File: src/rtl/seq_gf_inverter.sv
// Multi-cycle GF(2^8) inverter: byte_out = byte_in^254 mod (x^8 + POLY), via 7 square-and-multiply steps.
// Optional result self-check output err is enabled with `define SEQ_GF_INVERTER_SELFCHECK_EN.
//
// state  | meaning
// -------+--------------------------------------------------------------
// S_IDLE | waiting for an operand, in_ready high
// S_CALC | square-and-multiply iterations, cnt counts 0..ITER-1
// S_DONE | result presented on byte_out, waiting for out_ready
module seq_gf_inverter #(
   parameter logic [7:0] POLY = 8'h1B,
   parameter int         ITER = 7
) (
   input  logic       clk,
   input  logic       rst_n,
   input  logic       in_valid,
   output logic       in_ready,
   input  logic [7:0] byte_in,
   output logic       out_valid,
   input  logic       out_ready,
   output logic [7:0] byte_out,
   output logic       busy
`ifdef SEQ_GF_INVERTER_SELFCHECK_EN
   ,
   output logic       err
`endif
);

   generate
      if (ITER != 7) begin : g_bad_iter
         $error("seq_gf_inverter: ITER must be 7 to compute x^254");
      end
   endgenerate

   typedef enum logic [1:0] {
      S_IDLE = 2'd0,
      S_CALC = 2'd1,
      S_DONE = 2'd2
   } state_t;

   function automatic logic [7:0] gf_mul(input logic [7:0] a, input logic [7:0] b);
      logic [7:0] p;
      logic [7:0] aa;
      p  = 8'h00;
      aa = a;
      for (int i = 0; i < 8; i++) begin
         if (b[i]) p = p ^ aa;
         aa = aa[7] ? ((aa << 1) ^ POLY) : (aa << 1);
      end
      return p;
   endfunction

   state_t     r_state;
   state_t     w_state_nxt;
   logic [7:0] r_acc;
   logic [7:0] r_sq;
   logic [7:0] r_byte_out;
   logic [2:0] r_cnt;
   logic [7:0] w_s2;
   logic [7:0] w_acc_nxt;
   logic       w_last;
   logic       w_accept;
   logic       w_deliver;

   assign w_s2      = gf_mul(r_sq, r_sq);
   assign w_acc_nxt = gf_mul(r_acc, w_s2);
   assign w_last    = (r_cnt == 3'(ITER - 1));
   assign w_accept  = (r_state == S_IDLE) && in_valid;
   assign w_deliver = (r_state == S_DONE) && out_ready;
   assign byte_out  = r_byte_out;

   always_comb begin
      w_state_nxt = r_state;
      in_ready    = 1'b0;
      out_valid   = 1'b0;
      busy        = 1'b0;
      case (r_state)
         S_IDLE: begin
            in_ready = 1'b1;
            if (in_valid) w_state_nxt = S_CALC;
         end
         S_CALC: begin
            busy = 1'b1;
            if (w_last) w_state_nxt = S_DONE;
         end
         S_DONE: begin
            busy      = 1'b1;
            out_valid = 1'b1;
            if (out_ready) w_state_nxt = S_IDLE;
         end
         default: w_state_nxt = S_IDLE;
      endcase
   end

   always_ff @(posedge clk or negedge rst_n) begin
      if (!rst_n) begin
         r_state    <= S_IDLE;
         r_acc      <= 8'h01;
         r_sq       <= 8'h00;
         r_cnt      <= 3'd0;
         r_byte_out <= 8'h00;
      end else begin
         r_state <= w_state_nxt;
         if (w_accept) begin
            r_sq  <= byte_in;
            r_acc <= 8'h01;
            r_cnt <= 3'd0;
         end else if (r_state == S_CALC) begin
            r_sq  <= w_s2;
            r_acc <= w_acc_nxt;
            r_cnt <= r_cnt + 3'd1;
            if (w_last) r_byte_out <= w_acc_nxt;
         end
      end
   end

`ifdef SEQ_GF_INVERTER_SELFCHECK_EN
   logic [7:0] r_operand;
   logic [7:0] w_prod;

   always_ff @(posedge clk or negedge rst_n) begin
      if (!rst_n) r_operand <= 8'h00;
      else if (w_accept) r_operand <= byte_in;
   end

   // Zero has no inverse, so its only valid result is zero itself.
   assign w_prod = gf_mul(r_byte_out, r_operand);
   assign err    = (r_state == S_DONE) &&
                   ((r_operand != 8'h00) ? (w_prod != 8'h01) : (r_byte_out != 8'h00));
`else
   logic w_unused;
   assign w_unused = w_deliver;
`endif

endmodule

File: config.mk
export PLATFORM = sky130hd
export DESIGN_NAME = seq_gf_inverter
export DESIGN_NICKNAME = d
export VERILOG_FILES = /design/src/rtl/seq_gf_inverter.sv
export SDC_FILE = /design/constraint.sdc
export NUM_CORES = 1
export LEC_CHECK = 0
export ABC_CLOCK_PERIOD_IN_PS = 8700
export BUFFER_PORTS_ARGS = -buffer_cell sky130_fd_sc_hd__buf_2
export CORE_MARGIN = 10
export CORE_UTILIZATION = 50
export DETAILED_ROUTE_END_ITERATION = 8
export HOLD_SLACK_MARGIN = 0.02
export MAX_ROUTING_LAYER = met4
export PLACE_DENSITY = 0.71
export SLEW_MARGIN = 20
export SYNTH_ARGS = -nofsm -noshare
export SYNTH_HDL_FRONTEND = slang
export SYNTH_SLANG_ARGS = --single-unit
File: constraint.sdc
create_clock -name clk -period 8.7 [get_ports clk]
set_input_delay 1.305 -clock clk [delete_from_list [all_inputs] [get_ports clk]]
set_output_delay 1.305 -clock clk [all_outputs]
set_load 0.005 [all_outputs]
==> results of run 1 <==
path summary, 6_finish.rpt:
kind                                           endpoint  slack, ns  cells after the start
worst min-delay path            byte_out[6]$_DFFE_PN0P_       0.47                      2
worst min register to register  byte_out[6]$_DFFE_PN0P_       0.47                      2
worst max register to register     r_acc[4]$_DFFE_PN0P_       5.07                      9
worst max-delay path               r_acc[4]$_DFFE_PN0P_       5.07                      9
min in group asynchronous          r_cnt[1]$_DFFE_PN0P_       1.03                      1
max in group asynchronous          r_acc[5]$_DFFE_PN0P_       7.25                      1
registers in the layout, indices dropped and copies added (netlist names):
register,cells
r_state,2
byte_out,8
r_cnt,3
r_acc,8
r_sq,8
cells by family (layout without fill, tap and decap cells):
logic type,after synthesis,count (layout)
adder cells (fa/ha/maj),6,6
multiplexers,13,13
flip-flops,29,29
XOR/XNOR,92,92
buffers and inverters,35,41
AO/OA/AOI/OAI,56,56
AND/OR/NAND/NOR,121,121
stage by stage:
stage                     util (%)  hold WS (ns)  instances  setup WS [ns]  area, um^2
final                         55.1         0.474        433           5.07        3300
after global routing          55.1         0.501        433           4.83        3300
after floorplan                  -         0.473        352           5.70        3140
after CTS                     55.1         0.480        433           5.08        3300
after global placement        53.8         0.460        425           5.23        3220
after detailed placement      53.8         0.467        425           5.14        3220
cells in the final DEF, fill, tap and decap left out, drive strengths merged, types with 2 or more instances in the layout:
cell type | synthesis | final
xnor3 | 18 | 18
nor2b | 8 | 8
xor3 | 3 | 3
nand4 | 2 | 2
a21oi | 13 | 13
and3b | 2 | 2
and2 | 2 | 2
nor3 | 5 | 5
xor2 | 22 | 22
o21ai | 28 | 28
mux2i | 12 | 12
a211oi | 3 | 3
inv | 10 | 10
nand3 | 4 | 4
xnor2 | 49 | 49
o2bb2ai | 2 | 2
nand2 | 61 | 61
nor3b | 2 | 2
clkinv | 0 | 2
clkbuf | 12 | 6
nand2b | 6 | 6
dfrtp | 28 | 28
buf | 13 | 23
ha | 6 | 6
nor2 | 26 | 26
routing by layer:
layer	part of all wire, %	track usage (%)	up-vias
li1	-	-	1175
met1	46	18.9	1163
met2	47	22.2	67
met3	5.1	2.01	13
met4	2.2	6.28	0
met5	0	-	-
worst max-delay path, delay by kind of cell (launching register included):
kind,cells,cell delay (ns)
xor gates and xnor gates,4,1.48
and+or+nand+nor,3,0.75
DFF,1,0.60
adders and majority gates,1,0.55
AOI/OAI and AO/OA,1,0.10
layout make-up:
type                       count  area (um^2)  share of cell area (%)
multi-input combinational    288         2240                    68.0
sequential                    29          727                    22.0
timing repair buffer          23          118                    3.56
tap                           75         93.8                    2.84
clock buffer                   6         72.6                    2.20
inverter                      10         37.5                    1.14
clock inverter                 2         10.0                   0.303
==> impl_metrics.json, run 1 <==
{
  "outcome": "complete, no violations",
  "fillCellCount": 536,
  "ant_nets": 0,
  "hp-start": "byte_out[6]$_DFFE_PN0P_",
  "synth.most_common_cell": "nand2_1",
  "ys_seq_area_share_pct": 23.2,
  "synthAdderAreaFrac_pct": 2.39,
  "h-tree-depth": 2,
  "rsz0062_at_grt": "false",
  "synth_cells": 352,
  "muxShareOfSynthArea_pct": 4.19,
  "crit_path_top_delay_cell": "dfrtp_1",
  "drtPass1Iterations": 4,
  "regToRegStartpoint": "r_sq[7]$_DFFE_PN0P_",
  "hpwl_um": 4970,
  "gp_congestion": 0.910,
  "slew_headroom_pct": 34.4,
  "hold_viol": 0,
  "cts_tree": "yes",
  "synth.avg_cell_area_um2": 8.91,
  "die_y_um": 99.2,
  "nets": 375,
  "synth_compound_area_share_pct": 11.0,
  "setup_tns_ns": 0,
  "drive_above_1_share_pct": 11.5,
  "fin_crit_sh_pct": 41.7,
  "viasPerCell": 5.58,
  "synth.top_cell.area_share_pct": 22.3,
  "start_kind": "flop",
  "path_class": "reg -> reg",
  "core_area_um2": 5990,
  "area_growth_pct": 5.26,
  "ios": 23,
  "cts_max_path_buffers": 2,
  "antenna_found_initial": 0,
  "synthXorXnorAreaFrac_pct": 36.4,
  "max_stage_delay_ns": 0.60,
  "cts.sinks": 29,
  "vias": 2418,
  "hold_path_class": "reg -> reg",
  "skew_ns": 0.00810,
  "arrival_ns": 3.77,
  "synthesis.nets": 370,
  "netlist_area_um2": 3140,
  "grt_overflow_total": 0,
  "wl_per_cell_um": 15.7,
  "timing.fmax_ghz": 0.276,
  "numPortBuffers": 22,
  "drt_iter0_drc": 142,
  "crit_chain": "ha_1 -> xor3_1 -> or3_1 -> and2_1 -> nor2_4 -> xnor3_1 -> xnor3_1 -> xor2_1 -> a21oi_1",
  "drc": 0,
  "setup_viol": 0,
  "synth_top_family_by_area": "XOR/XNOR gates",
  "synthFlopType": "dfrtp_1",
  "die_width_um": 99.2,
  "synth_commonest_cells": "61 x nand2_1, 48 x xnor2_1, 28 x dfrtp_1",
  "num_antenna_cells": 0,
  "initial_core_util_pct": 52.4,
  "crit_path_start": "r_sq[7]$_DFFE_PN0P_",
  "period_minus_slack_ns": 3.63,
  "grt_usage_pct": 14.6,
  "row_count": 28,
  "crit_path_end_kind": "flop",
  "cts_setup_buffers": 0,
  "crit_fanout": 19,
  "yosysTopAreaCell": "dfrtp_1",
  "worst_slew_pin_slew_ns": 0.977,
  "synthDistinctLibCells": 49,
  "numCtsBuffers": 5,
  "clockRootBuffer": "clkbuf_8",
  "clk_latency_ns": 0.28,
  "synth_edf_count": 0,
  "cts_hold_buf": 0,
  "required_ns": 8.85,
  "synth-simple-area-share_pct": 17.5,
  "grt_pass1_wl_um": 11700,
  "post_cts_resize_count": 0,
  "maxCapViolCount": 0,
  "routed_wl_um": 6810,
  "yosysWarnings": 0,
  "path_clk_slew_ns": 0.07,
  "crit_path_frequent_cell": "xnor3_1",
  "async_reset_ff_share_pct": 100,
  "grt_pass1_vias": 2362,
  "drv_slew": 0,
  "ys_ff_latch": 29,
  "grt_max_degree": 31,
  "die_area_um2": 9840,
  "synthTopCellsByArea": "dfrtp_1 22%, xnor2_1 13%, xnor3_1 13%"
}
Power of run 1 is not shown: default switching activity piles up to over one toggle a cycle in this logic, so the estimate is an artifact.
==> inputs of run 2 (changes only) <==
--- a/config.mk
+++ b/config.mk
@@ -5,7 +5,7 @@
 export SDC_FILE = /design/constraint.sdc
 export NUM_CORES = 1
 export LEC_CHECK = 0
-export ABC_CLOCK_PERIOD_IN_PS = 8700
+export ABC_CLOCK_PERIOD_IN_PS = 3350
 export BUFFER_PORTS_ARGS = -buffer_cell sky130_fd_sc_hd__buf_2
 export CORE_MARGIN = 10
 export CORE_UTILIZATION = 50
==> constraint.sdc (replaced) <==
create_clock -name clk -period 3.35 [get_ports clk]
set_input_delay 0.5025 -clock clk [delete_from_list [all_inputs] [get_ports clk]]
set_output_delay 0.5025 -clock clk [all_outputs]
set_load 0.005 [all_outputs]
==> impl_metrics.json, run 2 (same netlist as run 1, synthesis figures left out) <==
{
  "outcome": "complete, no violations",
  "hpwl_um": 5370,
  "core_area_um2": 5990,
  "numCtsBuffers": 5,
  "post-place-ws_ns": 0.214,
  "slew_headroom_pct": 48.2,
  "layout_common_cells": "61 x nand2_1, 48 x xnor2_1, 28 x dfrtp_1",
  "fin_cells": 444,
  "crit_path_end_kind": "flop",
  "post_cts_resize_count": 0,
  "crit_fanout": 8,
  "drive_above_1_share_pct": 13.8,
  "ant_nets": 0,
  "crit_path_frequent_cell": "xnor3_1",
  "row_count": 28,
  "cts_max_path_buffers": 2,
  "setup_viol": 0,
  "path_clk_slew_ns": 0.06,
  "grt_usage_pct": 15.3,
  "routed_wl_um": 7190,
  "finalWorstSetupSlack_ns": 0.185,
  "wl_per_cell_um": 16.2,
  "r2r_slack_ns": 0.19,
  "viasPerCell": 5.48,
  "clk_latency_ns": 0.28,
  "grt_overflow_total": 0,
  "final_common_cell": "nand2_1",
  "cts_tree": "yes",
  "worst_slew_pin_slew_ns": 0.772,
  "ff_latch_area_um2": 727,
  "hold_viol": 0,
  "fillCellCount": 516,
  "die_area_um2": 9840,
  "grt_max_degree": 30,
  "start_kind": "flop",
  "drc": 0,
  "numPortBuffers": 22,
  "grt_pass1_wl_um": 12400,
  "placed_cells": 436,
  "area_growth_pct": 8.13,
  "cts.sinks": 29,
  "grtUsageMet1_pct": 19.1,
  "multi_input_area_um2": 2240,
  "vias": 2433,
  "max_stage_delay_ns": 0.43,
  "crit_chain": "ha_1 -> xor3_1 -> or3_1 -> and2_1 -> nor2_4 -> xnor3_1 -> xnor3_1 -> xor2_1 -> a21oi_1",
  "grt_pass1_vias": 2528,
  "required_ns": 3.50,
  "h-tree-depth": 2,
  "skew_ns": 0.00575,
  "die_width_um": 99.2,
  "nets": 386,
  "cts_setup_buffers": 0,
  "met3_usage_pct": 2.63,
  "cts_hold_buf": 0,
  "busiest_layer": "met2",
  "met2_usage_pct": 25.2,
  "setup_tns_ns": 0,
  "path_class": "reg -> reg",
  "num_antenna_cells": 0,
  "maxCapViolCount": 0,
  "hold_path_class": "in -> async",
  "fin_crit_sh_pct": 94.5,
  "drtPass1Iterations": 5,
  "period_minus_slack_ns": 3.16,
  "drt_iter0_drc": 221,
  "antenna_found_initial": 0,
  "drv_slew": 0,
  "rsz0062_at_grt": "false",
  "die_y_um": 99.2,
  "timing.fmax_ghz": 0.316,
  "clockRootBuffer": "clkbuf_8",
  "arrival_ns": 3.31,
  "ios": 23,
  "initial_core_util_pct": 52.4,
  "crit_path_top_delay_cell": "xor3_1",
  "gp_congestion": 0.953
}
## run 2: cell types whose count changed in the layout (fill, tap and decap cells not counted), sizes merged
| cell | before | now |
|---|---|---|
| buf | 23 | 34 |
| clkbuf | 6 | 8 |
| clkinv | 2 | 0 |
## run 2: routing by layer
layer  part of all wire (%)  routed length (um)
met1                     45                3260
met5                      0                   0
met3                    5.3                 379
met2                     48                3490
met4                   0.88                  63
## run 2: critical path: cells and delay by family (launching register included)
family,cells,cell delay [ns]
and+or+nand+nor,3,0.78
DFF,1,0.39
adders and majority gates,1,0.33
AOI/OAI and AO/OA,1,0.10
xor gates and xnor gates,4,1.43
## run 2: path summary, 6_finish.rpt
check	start	endpoint	depth (start not counted)
max reg2reg	r_sq[0]$_DFFE_PN0P_	r_acc[4]$_DFFE_PN0P_	9
max	r_sq[0]$_DFFE_PN0P_	r_acc[4]$_DFFE_PN0P_	9
max in group asynchronous	rst_n	byte_out[6]$_DFFE_PN0P_	1
min in group clk	byte_in[3]	r_sq[3]$_DFFE_PN0P_	3
min	rst_n	r_sq[3]$_DFFE_PN0P_	1
min reg2reg	byte_out[3]$_DFFE_PN0P_	byte_out[3]$_DFFE_PN0P_	2
## run 2: cell type report
cell class	count	area share, %
sequential	29	21.4
tap	75	2.77
timing repair buffer	34	5.90
multi-input combinational	288	66.2
clock buffer	8	2.65
inverter	10	1.11
## run 2: per-stage QoR
| stage | utilization [%] | hold slack (ns) | cell area [um^2] |
|---|---|---|---|
| final | 56.6 | 0.252 | 3390 |
| after global routing | 56.6 | 0.288 | 3390 |
| after CTS | 56.6 | 0.260 | 3390 |
| after detailed placement | 55.1 | 0.477 | 3300 |
| after global placement | 55.1 | 0.464 | 3300 |
| after floorplan | - | 0.207 | 3140 |
Power of run 2 is left out for the same reason.
